===== config.mk =====
export PLATFORM = sky130hd
export DESIGN_NAME = auth_cmd_rx_flat
export DESIGN_NICKNAME = d
export VERILOG_FILES = /design/src/rtl/auth_cmd_rx_if.sv /design/src/rtl/auth_cmd_rx.sv /design/src/flat_wrapper.sv
export SDC_FILE = /design/constraint.sdc
export NUM_CORES = 1
export LEC_CHECK = 0
export ABC_AREA = 1
export CORE_AREA = 2 2 90 70
export DETAILED_ROUTE_END_ITERATION = 10
export DIE_AREA = 0 0 92 72
export PLACE_DENSITY = 0.62
export SLEW_MARGIN = 20
export SYNTH_ARGS = -nofsm -noshare
export SYNTH_HDL_FRONTEND = slang
export SYNTH_SLANG_ARGS = --single-unit

===== constraint.sdc =====
create_clock -name clk -period 4.32 [get_ports clk]
set_clock_uncertainty 0.15 [all_clocks]
set_input_delay 0.432 -clock clk [delete_from_list [all_inputs] [get_ports clk]]
set_output_delay 0.432 -clock clk [all_outputs]
set_load 0.05 [all_outputs]

===== src/rtl/auth_cmd_rx_if.sv =====
// rtl/auth_cmd_rx_if.sv - UART line, rider sense and authorization outputs of auth_cmd_rx
interface auth_cmd_rx_if;
  logic       RX;
  logic       rider_off;
  logic       pwr_up;
  logic [7:0] rx_data;
  logic       rx_rdy;
  logic       frm_err;

  modport master (
    output RX,
    output rider_off,
    input  pwr_up,
    input  rx_data,
    input  rx_rdy,
    input  frm_err
  );

  modport slave (
    input  RX,
    input  rider_off,
    output pwr_up,
    output rx_data,
    output rx_rdy,
    output frm_err
  );
endinterface


===== src/rtl/auth_cmd_rx.sv =====
// rtl/auth_cmd_rx.sv - 8N1 UART command receiver driving the power-up authorization FSM
// Define AUTH_STOP_CHECK_EN to validate the stop bit and report framing errors on frm_err.
module auth_cmd_rx #(
  parameter int unsigned BAUD_DIV = 2604,
  parameter logic [7:0]  CMD_GO   = 8'h47,
  parameter logic [7:0]  CMD_STOP = 8'h53
) (
  input  logic         clk,
  input  logic         rst_n,
  auth_cmd_rx_if.slave bus
);

  localparam logic [15:0] BAUD_FULL = 16'(BAUD_DIV - 1);
  localparam logic [15:0] BAUD_HALF = 16'(BAUD_DIV / 2 - 1);

  typedef enum logic [1:0] {IDLE, START, DATA, STOP} rx_state_t;
  typedef enum logic [1:0] {OFF, PWR1, PWR2} auth_state_t;

  rx_state_t   rx_state, rx_state_nxt;
  auth_state_t auth, auth_nxt;

  logic        rx_s1, rx_s2, rx_prev;
  logic [15:0] baud_cnt, baud_cnt_nxt;
  logic [2:0]  bit_cnt, bit_cnt_nxt;
  logic [7:0]  shift, shift_nxt;
  logic [7:0]  rx_data_q, rx_data_nxt;
  logic        rx_rdy_q, rx_rdy_nxt;
  logic        frm_err_q, frm_err_nxt;
  logic        pwr_up_q;

  always_ff @(posedge clk) begin
    if (!rst_n) begin
      rx_s1     <= 1'b1;
      rx_s2     <= 1'b1;
      rx_prev   <= 1'b1;
      rx_state  <= IDLE;
      baud_cnt  <= '0;
      bit_cnt   <= '0;
      shift     <= '0;
      rx_data_q <= '0;
      rx_rdy_q  <= 1'b0;
      frm_err_q <= 1'b0;
      auth      <= OFF;
      pwr_up_q  <= 1'b0;
    end else begin
      rx_s1     <= bus.RX;
      rx_s2     <= rx_s1;
      rx_prev   <= rx_s2;
      rx_state  <= rx_state_nxt;
      baud_cnt  <= baud_cnt_nxt;
      bit_cnt   <= bit_cnt_nxt;
      shift     <= shift_nxt;
      rx_data_q <= rx_data_nxt;
      rx_rdy_q  <= rx_rdy_nxt;
      frm_err_q <= frm_err_nxt;
      auth      <= auth_nxt;
      // Decoded from the next state so pwr_up moves on the edge that closes the rx_rdy cycle.
      pwr_up_q  <= (auth_nxt != OFF);
    end
  end

  always_comb begin
    rx_state_nxt = rx_state;
    baud_cnt_nxt = (baud_cnt != '0) ? baud_cnt - 16'd1 : baud_cnt;
    bit_cnt_nxt  = bit_cnt;
    shift_nxt    = shift;
    rx_data_nxt  = rx_data_q;
    rx_rdy_nxt   = 1'b0;
    frm_err_nxt  = 1'b0;
    case (rx_state)
      IDLE: begin
        if (rx_prev && !rx_s2) begin
          rx_state_nxt = START;
          baud_cnt_nxt = BAUD_HALF;
        end
      end
      START: begin
        if (baud_cnt == '0) begin
          // A start bit that is high again at mid-bit was a glitch.
          rx_state_nxt = rx_s2 ? IDLE : DATA;
          baud_cnt_nxt = rx_s2 ? '0 : BAUD_FULL;
          bit_cnt_nxt  = '0;
        end
      end
      DATA: begin
        if (baud_cnt == '0) begin
          shift_nxt    = {rx_s2, shift[7:1]};
          baud_cnt_nxt = BAUD_FULL;
          if (bit_cnt == 3'd7) begin
            rx_state_nxt = STOP;
          end else begin
            bit_cnt_nxt = bit_cnt + 3'd1;
          end
        end
      end
      STOP: begin
        if (baud_cnt == '0) begin
          rx_state_nxt = IDLE;
          baud_cnt_nxt = '0;
`ifdef AUTH_STOP_CHECK_EN
          if (rx_s2) begin
            rx_data_nxt = shift;
            rx_rdy_nxt  = 1'b1;
          end else begin
            frm_err_nxt = 1'b1;
          end
`else
          rx_data_nxt = shift;
          rx_rdy_nxt  = 1'b1;
`endif
        end
      end
      default: rx_state_nxt = IDLE;
    endcase
  end

  always_comb begin
    auth_nxt = auth;
    case (auth)
      OFF: begin
        if (rx_rdy_q && rx_data_q == CMD_GO) auth_nxt = PWR1;
      end
      PWR1: begin
        if (rx_rdy_q && rx_data_q == CMD_STOP) auth_nxt = bus.rider_off ? OFF : PWR2;
      end
      PWR2: begin
        // A fresh GO outranks the rider stepping off in the same cycle.
        if (rx_rdy_q && rx_data_q == CMD_GO) auth_nxt = PWR1;
        else if (bus.rider_off)              auth_nxt = OFF;
      end
      default: auth_nxt = OFF;
    endcase
  end

  assign bus.pwr_up  = pwr_up_q;
  assign bus.rx_data = rx_data_q;
  assign bus.rx_rdy  = rx_rdy_q;
  assign bus.frm_err = frm_err_q;

endmodule


===== src/flat_wrapper.sv =====
// flat-port wrapper written by rule: the top's interface ports become plain ports
module auth_cmd_rx_flat 
#(
  parameter int unsigned BAUD_DIV = 2604,
  parameter logic [7:0]  CMD_GO   = 8'h47,
  parameter logic [7:0]  CMD_STOP = 8'h53
)
  (clk, rst_n, bus_RX, bus_rider_off, bus_pwr_up, bus_rx_data, bus_rx_rdy, bus_frm_err);
  auth_cmd_rx_if bus_i ();
  input  logic clk;
  input  logic rst_n;
  input wire logic [$bits(bus_i.RX)-1:0] bus_RX;
  input wire logic [$bits(bus_i.rider_off)-1:0] bus_rider_off;
  output wire logic [$bits(bus_i.pwr_up)-1:0] bus_pwr_up;
  output wire logic [$bits(bus_i.rx_data)-1:0] bus_rx_data;
  output wire logic [$bits(bus_i.rx_rdy)-1:0] bus_rx_rdy;
  output wire logic [$bits(bus_i.frm_err)-1:0] bus_frm_err;
  assign bus_i.RX = bus_RX;
  assign bus_i.rider_off = bus_rider_off;
  assign bus_pwr_up = bus_i.pwr_up;
  assign bus_rx_data = bus_i.rx_data;
  assign bus_rx_rdy = bus_i.rx_rdy;
  assign bus_frm_err = bus_i.frm_err;
  auth_cmd_rx #(.BAUD_DIV(BAUD_DIV), .CMD_GO(CMD_GO), .CMD_STOP(CMD_STOP)) u_core (.clk(clk), .rst_n(rst_n), .bus(bus_i));
endmodule

==> results of run 1 <==
## worst max path at each step
stage | from | to | slack (ps) | cells after the start
4_1_cts | rst_n | u_core.baud_cnt[14] | 2120 | 4
2_1_floorplan | u_core.baud_cnt[0] | u_core.baud_cnt[0] | 2400 | 11
6_report | rst_n | u_core.baud_cnt[6] | 2110 | 4
3_3_place_gp | rst_n | u_core.baud_cnt[14] | 1850 | 4
3_5_place_dp | rst_n | u_core.baud_cnt[13] | 1800 | 4
5_1_grt | rst_n | u_core.baud_cnt[6] | 1930 | 4
## Yosys cell counts, types with 4 or more instances
cell     instances  area, sq um
nor2_4           5         56.3
nand4_1          4         25.0
dfxtp_1         44          881
nand3_1         24          120
nor3_1           8         40.0
a21oi_1         22          110
nor2_1          43          161
ha_1             6         75.1
or2_2            4         25.0
nand2_1         64          240
o21ai_0         20          100
inv_1           44          165
o21ai_1          4         20.0
## cell families (layout without fill, tap and decap cells)
kind of cell | Yosys count | count (layout)
flip-flops | 44 | 44
AO/OA/AOI/OAI | 54 | 54
buffers and inverters | 53 | 65
other | 1 | 1
AND/OR/NAND/NOR | 161 | 161
adder cells (fa/ha/maj) | 6 | 6
XOR/XNOR | 1 | 1
## power by group through the flow
| stage | Clock [uW] | Combinational (uW) | Sequential [uW] |
|---|---|---|---|
| after global routing | 347 | 935 | 551 |
| after floorplan | 0 | 675 | 531 |
| after detailed placement | 0 | 802 | 549 |
| final | 326 | 814 | 544 |
| after global placement | 0 | 805 | 551 |
| after CTS | 336 | 806 | 541 |
## worst reg2reg max path: stages (launching register included)
cell and delay [ps]:
dfxtp_1 330, inv_1 140, ha_1 240, nand3_1 140, nor2_4 190, nand2_4 170
ha_1 230, nand3_1 70, o211ai_1 80, nor3_1 180, nor2_1 50
## flip-flops by register name (all words and copies together), names as in the netlist, named ones only
register	count
u_core.auth	2
u_core.baud_cnt	16
u_core.bit_cnt	3
u_core.bus.pwr_up	1
u_core.bus.rx_data	8
u_core.bus.rx_rdy	1
u_core.rx_prev	1
u_core.rx_s1	1
u_core.rx_s2	1
u_core.rx_state	1
u_core.shift	8
## through the flow
stage / power (uW) / util / instances / worst slack [ps] / hold WS (ps)
final: 1680 / 0.439 / 410 / 2110 / 269
after global routing: 1830 / 0.439 / 410 / 1930 / 315
after CTS: 1680 / 0.439 / 410 / 2120 / 276
after detailed placement: 1350 / 0.419 / 402 / 1800 / 255
after global placement: 1360 / 0.419 / 402 / 1850 / 245
after floorplan: 1210 / - / 320 / 2400 / 243
## cell usage in the layout (no fill, tap or decap), drive strengths merged, types with 3 or more instances in the layout
master,synthesis,final
clkbuf,2,5
inv,44,45
nor2,51,51
a21oi,22,22
ha,6,6
nor3,9,9
nand4,4,4
nand3,24,24
o21ai,25,25
or2,5,5
dfxtp,44,44
a31oi,3,3
nand2,67,67
clkdlybuf4s50,0,13
## layer usage
layer | vias up | part of all wire | track usage
met5 | - | 0 | 0
met4 | 0 | 0.018 | 0.0647
met3 | 6 | 0.069 | 0.0395
met2 | 58 | 0.37 | 0.193
met1 | 849 | 0.54 | 0.235
li1 | 1044 | - | -
## area by class of cell
type | count | share of cell area
multi-input combinational | 223 | 0.445
sequential | 44 | 0.352
inverter | 44 | 0.0660
timing repair buffer | 13 | 0.0520
tap | 78 | 0.0390
clock buffer | 5 | 0.0275
clock inverter | 3 | 0.0185
==> impl_results.md, run 1 <==
- Status: finished, final reports clean
- Port Buffers: 13
- PostCTS Resize Cnt: 0
- Hold Crit Class: reg2reg
- CP max stage cell: clkdlybuf4s50_1
- Via count: around 2000
- Share of cells above drive strength 1: 0.0753
- Hold endpoint: u_core.rx_s2
- Worst Path Required: 4410 ps
- Hold Crit Start: u_core.rx_s1
- Critical Path AT: 2300 ps
- First-pass GRT wire length: 7.82 mm
- CTS Buffer Depth: 2
- Clk Tree Root Cell: clkbuf_8
- Slew Viols, Final: 0
- Max Freq: 452 MHz
- Ant. Diodes: 0
- Initial antenna violation count: 0
- Die Y: just over 70 um
- Final Cell Area: 0.00250 sq mm
- CTS H-tree depth: 2
- EDFF count, synth: 0
- Int Pwr: 921 uW
- Clock Power Share: 0.194
- Reg2reg start: u_core.baud_cnt[0]
- CTS tree: done
- LEAKAGE: 0.00110 uW
- Clock slew at reported path FFs: 90 ps
- Synth unique cells: 31
- Post-route ant nets: 0
- HPWL after DPL: ~3.4 mm
- Tot GR Track Use: 0.151
- Reg2Reg Setup Slack: about 2300 ps
- Wire per inst: 11.3 um
- Crit share post-route: 0.513
- Final setup violation count: 0
- Crit Reg-Reg Endpoint: u_core.baud_cnt[0]
- Die width: 92 um
- Die ar.: 0.00662 sq mm
- Standard-cell rows: 24
- Register share of total power: 0.323
- 1st-iter DRT viols: 144
- P per Cell Area: between 600 and 700 mW/mm^2
- Starting density of the core: 0.390
- CP endpoint kind: register
- CTS Buf Count: 5
- Largest net degree at the start of global routing: 23
- Crit start category: primary input
- Final Hold Fails: 0
- Mux cell area share after synthesis: 0
- Syn nets: 330
- Post-Syn Instances: 320
- Net switching power: 763 uW
- Clock tree sinks: 44
- Compound-gate portion of the synthesized area: 0.129
- GPL Wtd Cong: 0.883
- Net Sw Frac: 0.453
- IO Pins: 15
- Top FF cell, synth: dfxtp_1
- Max transition margin: 0.543
- Number of max-cap violations: 0
- Adder-cell area share of the yosys netlist: 0.0337
- Drt drc: 0
- Area added between synthesis and finish: 12.5%
- Multi-input logic area: between 0.001 and 0.0015 sq mm
- Yosys warns: 0
- Remaining global-route overflow: 0
- Core footprint: 0.00571 sq mm
- 1st-pass router iterations: 4
- Combinational share of power: 0.483
- Syn avg cell area: a little under 7 sq um
- Reg2Reg Depth: 10
- Largest family of logic cells by synthesized area: simple AND/OR/NAND/NOR gates
- Via count of the first global-routing pass: about 1600
- Synth async-reset ratio: 0
- Worst-path fanout max: 22
- Hold-critical path depth: 1
- DR vias/cell: 4.77
- RSZ-0062 raised after global routing: false
- CP delay by family, top: buffers and inverters
- CP bufs+invs: 2
- Worst slew pin tran: 683 ps
- Post-route setup TNS: 0 ps
- Synth Area in Simple Gates: 0.332
- Critical path, cell by cell: clkdlybuf4s50_1 -> inv_1 -> or2_1 -> nor2_1
- Worst-Skew Late Latency: about 300 ps
- Hold buffer count at cts: 0
- Mapped Area: ~0.0022 sq mm
- Routed wire length: 4.64 mm
- Nets@finish: approximately 340
- Peak supply drop: ~0.00034 V
- Setup Fix Bufs, Post-CTS: 0
- Worst setup path class: in2reg
- Placed instance area: about 0.0024 sq mm
- Register area share after synthesis: 0.396
- Fill cells: 601
- Slowest stage delay, CP: 910 ps
- Flops & latches, synth: 44
- Synth Area in XOR/XNOR: 0.00394
- FF+latch area: approximately 880 sq um
- Fin crit period: about 2200 ps
(Power assumes the default switching activity.)
==> inputs of run 2 (changes only) <==
==> constraint.sdc (replaced) <==
create_clock -name clk -period 2.1 [get_ports clk]
set_clock_uncertainty 0.15 [all_clocks]
set_input_delay 0.21 -clock clk [delete_from_list [all_inputs] [get_ports clk]]
set_output_delay 0.21 -clock clk [all_outputs]
set_load 0.05 [all_outputs]
==> impl_results.md, run 2 (synthesized netlist as in run 1, its figures left out) <==
- Status: finished, final reports clean
- Crit share post-route: 0.952
- Reg2Reg Setup Slack: 100 ps (-2150 ps)
- Largest register FFs: 16 (unchanged)
- Peak supply drop: 0.000803 V (+140%)
- CTS tree: done
- Die Y: 72 um (unchanged)
- Die ar.: 0.00662 sq mm (unchanged)
- Fill cells: 584 (-2.8%)
- Ant. Diodes: 0 (unchanged)
- FF+latch area: 881 sq um (unchanged)
- GPL Wtd Cong: 0.940 (+6.4%)
- Core footprint: 0.00571 sq mm (unchanged)
- Post-route ant nets: 0 (unchanged)
- Nets@finish: 351 (+2.9%)
- HPWL after DPL: 3.71 mm (+7.6%)
- Register share of total power: 0.311 (-0.012)
- Worst-Skew Late Latency: 300 ps (about the same)
- Standard-cell rows: 24 (unchanged)
- Biggest register: u_core.baud_cnt
- Clock tree sinks: 44 (unchanged)
- Worst setup path class: reg2reg
- Wire per inst: 11.7 um (+3.4%)
- Clk Tree Root Cell: clkbuf_8
- Fin crit period: 2000 ps
- First-pass GRT wire length: 8.56 mm (+9.5%)
- Clock slew at reported path FFs: 90 ps (about the same)
- Die width: 92 um (unchanged)
- LEAKAGE: 0.00115 uW (+4.4%)
- Slew Viols, Final: 0 (unchanged)
- Clock Power Share: 0.187 (-0.007)
- Tot GR Track Use: 0.160 (+0.00927)
- Max transition margin: 0.672 (+0.129)
- Worst slew pin tran: 488 ps (-196 ps)
- Number of max-cap violations: 0 (unchanged)
- DR vias/cell: 4.80 (+0.66%)
- CTS H-tree depth: 2 (unchanged)
- Hold buffer count at cts: 0 (unchanged)
- Remaining global-route overflow: 0 (unchanged)
- Via count of the first global-routing pass: 1859 (+13%)
- Drt drc: 0 (unchanged)
- Area added between synthesis and finish: 16.6%
- Crit Reg-Reg Endpoint: u_core.baud_cnt[0]
- Hold-critical path depth: 1 (unchanged)
- Multi-input logic area: 0.00112 sq mm (+0.22%)
- 1st-pass router iterations: 4 (unchanged)
- Critical Path AT: 2090 ps (-210 ps)
- CTS Buf Count: 5 (unchanged)
- Largest net degree at the start of global routing: 19 (-17%)
- 1st-iter DRT viols: 137 (-4.9%)
- Initial antenna violation count: 0 (unchanged)
- Final setup violation count: 0 (unchanged)
- Commonest non-fill, non-tap cell in the layout: nand2_1
- Worst Path Required: 2190 ps (-2220 ps)
- CTS Buffer Depth: 2 (unchanged)
- Hold endpoint: u_core.rx_s2
- Share of cells above drive strength 1: 0.108 (+0.0329)
- RSZ-0062 raised after global routing: false
- Net switching power: 1610 uW (+110%)
- Hold Crit Start: u_core.rx_s1
- CP endpoint kind: register
- Power, Total: 3590 uW (+110%)
- IO Pins: 15 (unchanged)
- Net Sw Frac: 0.449 (-0.00449)
- Reg2Reg Depth: 10 (unchanged)
- Post-route setup TNS: 0 ps (unchanged)
- Max Freq: 500 MHz
- P per Cell Area: 1380 mW/mm^2 (+110%)
- Starting density of the core: 0.390 (unchanged)
- Crit start category: register
- Routed wire length: 4.92 mm (+6.0%)
- Int Pwr: 1980 uW (+110%)
- Port Buffers: 13 (unchanged)
- Most frequent cells in the layout: nand2_1, dfxtp_1, inv_1, nor2_1, nand3_1
- Reg2reg start: u_core.baud_cnt[1]
- Combinational share of power: 0.502 (+0.019)
- Hold Crit Class: reg2reg
- Via count: 2018 (+3.1%)
- Final Hold Fails: 0 (unchanged)
- Worst-path fanout max: 10 (-55%)
## run 2: changes by cell type in the layout (fill, tap and decap cells not counted), sizes merged
cell  delta
buf     +10
## run 2: through the flow
stage	instance area, sq um	hold slack (ps)	setup WS [ps]	utilization	instances
2_1_floorplan	2220	167	178	-	320
3_3_place_gp	2460	249	178	0.430	411
3_5_place_dp	2460	249	68.1	0.430	411
4_1_cts	2570	271	33.8	0.451	419
5_1_grt	2590	284	16.0	0.455	420
6_report	2590	271	101	0.455	420
## run 2: area by class of cell
class                           count  share of cell area
Clock buffer                        5              0.0265
Clock inverter                      3              0.0178
Inverter                           44              0.0637
Multi-Input combinational cell    223               0.431
Sequential cell                    44               0.340
Tap cell                           78              0.0376
Timing Repair Buffer               23              0.0839
## run 2: routing by layer
layer	global-route usage	wire, um	up-vias
li1	-	-	1066
met1	0.243	2540	889
met2	0.228	1960	61
met3	0.0467	396	2
met4	0.0299	15	0
met5	0	0	-
## run 2: timing repair
| action | in CTS | in global routing |
|---|---|---|
| gates resized for setup | 0 | 2 |
| setup buffers | 0 | 1 |
| setup endpoints to repair | 0 | 9 |
## run 2: worst max-delay path by stage
stage,startpoint,end,slack (ps)
floorplan,u_core.baud_cnt[0],u_core.baud_cnt[0],180
global placement,u_core.baud_cnt[0],u_core.baud_cnt[0],180
detailed placement,u_core.baud_cnt[0],u_core.baud_cnt[0],70
CTS,u_core.baud_cnt[0],u_core.baud_cnt[0],30
global route,u_core.baud_cnt[1],u_core.baud_cnt[0],20
finish,u_core.baud_cnt[1],u_core.baud_cnt[0],100
## run 2: worst max-delay path: stages, from the launching register on
cell	delay (ps)
dfxtp_1	310
inv_1	110
ha_2	220
nand3_1	120
nor2_4	180
nand2_4	120
buf_4	180
ha_1	180
o211ai_1	200
nor3_1	80
nor2_1	90
## run 2: power groups by stage
stage,combinational (uW),clock (uW),sequential [uW]
after detailed placement,1770,0,1130
after global placement,1760,0,1130
final,1800,670,1120
after global routing,2050,724,1140
after CTS,1780,689,1110
after floorplan,1390,0,1090
==> inputs of run 3 (changes only) <==
--- a/config.mk
+++ b/config.mk
@@ -9,6 +9,7 @@
 export CORE_AREA = 2 2 90 70
 export DETAILED_ROUTE_END_ITERATION = 10
 export DIE_AREA = 0 0 92 72
+export MAX_ROUTING_LAYER = met4
 export PLACE_DENSITY = 0.62
 export SLEW_MARGIN = 20
 export SYNTH_ARGS = -nofsm -noshare
==> impl_results.md, run 3 (synthesized netlist as in run 1, its figures left out) <==
- Hold Crit Class: reg2reg
- Tot GR Track Use: 0.163 (+0.00212)
- Critical path, cell by cell: inv_2 -> ha_2 -> nand3_2 -> nor2_4 -> nand2_4 -> buf_4 -> ha_1 -> o211ai_1 -> nor3_1 -> nor2_1
- Routed wire length: 4.95 mm (+0.71%)
- Largest register FFs: 16 (unchanged)
- Die width: 92 um (unchanged)
- Via count of the first global-routing pass: 1782 (-4.1%)
- Fin util: 0.456 (+0.00110)
- Power, Total: 3640 uW (+1.3%)
- CTS Buffer Depth: 2 (unchanged)
- Biggest register: u_core.baud_cnt
- 1st-iter DRT viols: 131 (-4.4%)
- Worst-path fanout max: 10 (unchanged)
- Drt drc: 0 (unchanged)
- Standard-cell rows: 24 (unchanged)
- CTS Buf Count: 5 (unchanged)
- Worst setup path class: reg2reg
- Max Freq: 514 MHz (+2.7%)
- CP endpoint kind: register
- Fill cells: 620 (+6.2%)
- CP delay by family, top: simple AND/OR/NAND/NOR gates
- Slowest stage delay, CP: 350 ps (+40 ps)
- Final Hold Fails: 0 (unchanged)
- Crit start category: register
- Port Buffers: 13 (unchanged)
- Final setup violation count: 0 (unchanged)
- Setup WS pre-CTS: 60.2 ps (-7.95 ps)
- Initial antenna violation count: 0 (unchanged)
- DR vias/cell: 4.79 (-0.30%)
- Crit share post-route: 0.927 (-0.0248)
- Peak supply drop: 0.000690 V (-14%)
- Finished Layout Cells: 420 (unchanged)
- Most frequent cells in the layout: nand2_1, dfxtp_1, inv_1, nor2_1, nand3_1
- CTS H-tree depth: 2 (unchanged)
- Die ar.: 0.00662 sq mm (unchanged)
- Worst-Skew Late Latency: 300 ps (about the same)
- Post-route ant nets: 0 (unchanged)
- Critical Path AT: 2030 ps (-60 ps)
- Number of max-cap violations: 0 (unchanged)
- P per Cell Area: 1400 mW/mm^2 (+1.1%)
- Remaining global-route overflow: 0 (unchanged)
- IO Pins: 15 (unchanged)
- DP Cell Count: 410 (-0.24%)
- PnR worst setup slack: 153 ps (+52.0 ps)
- Clock slew at reported path FFs: 90 ps (about the same)
- 1st-pass router iterations: 4 (unchanged)
- LEAKAGE: 0.00116 uW (+0.64%)
- CTS tree: done
- GPL Wtd Cong: 0.970 (+3.2%)
- Nets@finish: 351 (unchanged)
- Clock tree sinks: 44 (unchanged)
- CP max stage cell: dfxtp_1
- Worst Path Required: 2190 ps (about the same)
- Fin crit period: 1950 ps (-52.0 ps)
- Clk Tree Root Cell: clkbuf_8
- Slew Viols, Final: 0 (unchanged)
- CP bufs+invs: 2 (unchanged)
- Hold buffer count at cts: 0 (unchanged)
- First-pass GRT wire length: 8.42 mm (-1.5%)
- Largest net degree at the start of global routing: 22 (+3)
- RSZ-0062 raised after global routing: false
- Starting density of the core: 0.390 (unchanged)
- Via count: 2012 (-0.30%)
- Wire per inst: 11.8 um (+0.71%)
- HPWL after DPL: 3.68 mm (-0.64%)
- Die Y: 72 um (unchanged)
- Ant. Diodes: 0 (unchanged)
- Commonest non-fill, non-tap cell in the layout: nand2_1
- Status: finished, final reports clean
- Core footprint: 0.00571 sq mm (unchanged)
- Post-route setup TNS: 0 ps (unchanged)
- Share of cells above drive strength 1: 0.111 (+0.00292)
- Area added between synthesis and finish: 16.9%
==> run 3: changes by cell type in the layout (fill, tap and decap cells not counted), sizes merged <==
cell and change:
clkinv +2, clkinvlp -1, inv -1
==> run 3: final cells by class <==
type / count / area (sq um) / share of cell area
clock inverters: 3 / 47.5 / 0.0183
repair buffers: 23 / 218 / 0.0837
clock buffers: 5 / 68.8 / 0.0265
flip-flops and latches: 44 / 881 / 0.339
inverters: 44 / 165 / 0.0635
well taps: 78 / 97.6 / 0.0375
multi-input cells: 223 / 1120 / 0.432
==> run 3: worst paths after layout <==
kind,startpoint,to,slack (ps),cells past startpoint
worst max-delay path,u_core.baud_cnt[0],u_core.baud_cnt[0],150,10
worst min-delay path,u_core.rx_s1,u_core.rx_s2,270,1
worst max register to register,u_core.baud_cnt[0],u_core.baud_cnt[0],150,10
worst min register to register,u_core.rx_s1,u_core.rx_s2,270,1
==> run 3: repair_timing <==
action / CTS / global route
buffers inserted: 0 / 2
endpoints found under the setup margin: 0 / 15
resized for setup: 0 / 3
==> run 3: where the power goes <==
| part | internal [uW] | switching, uW | total (uW) |
|---|---|---|---|
| Sequential | 980 | 135 | 1120 |
| Combinational | 666 | 1180 | 1850 |
| Clock | 359 | 316 | 675 |
==> run 3: stage by stage <==
stage	hold WS (ps)	cell area (sq um)
floorplan	167	2220
global placement	249	2450
detailed placement	255	2450
CTS	276	2560
global route	288	2600
finish	271	2600
==> run 3: metal layers <==
layer  GRT usage  routed length, um  vias to the layer above
li1            -                  -                     1062
met5           -                  0                        -
met1       0.242               2700                      897
met4      0.0348                  8                        0
met2       0.227               1990                       51
met3      0.0322                245                        2
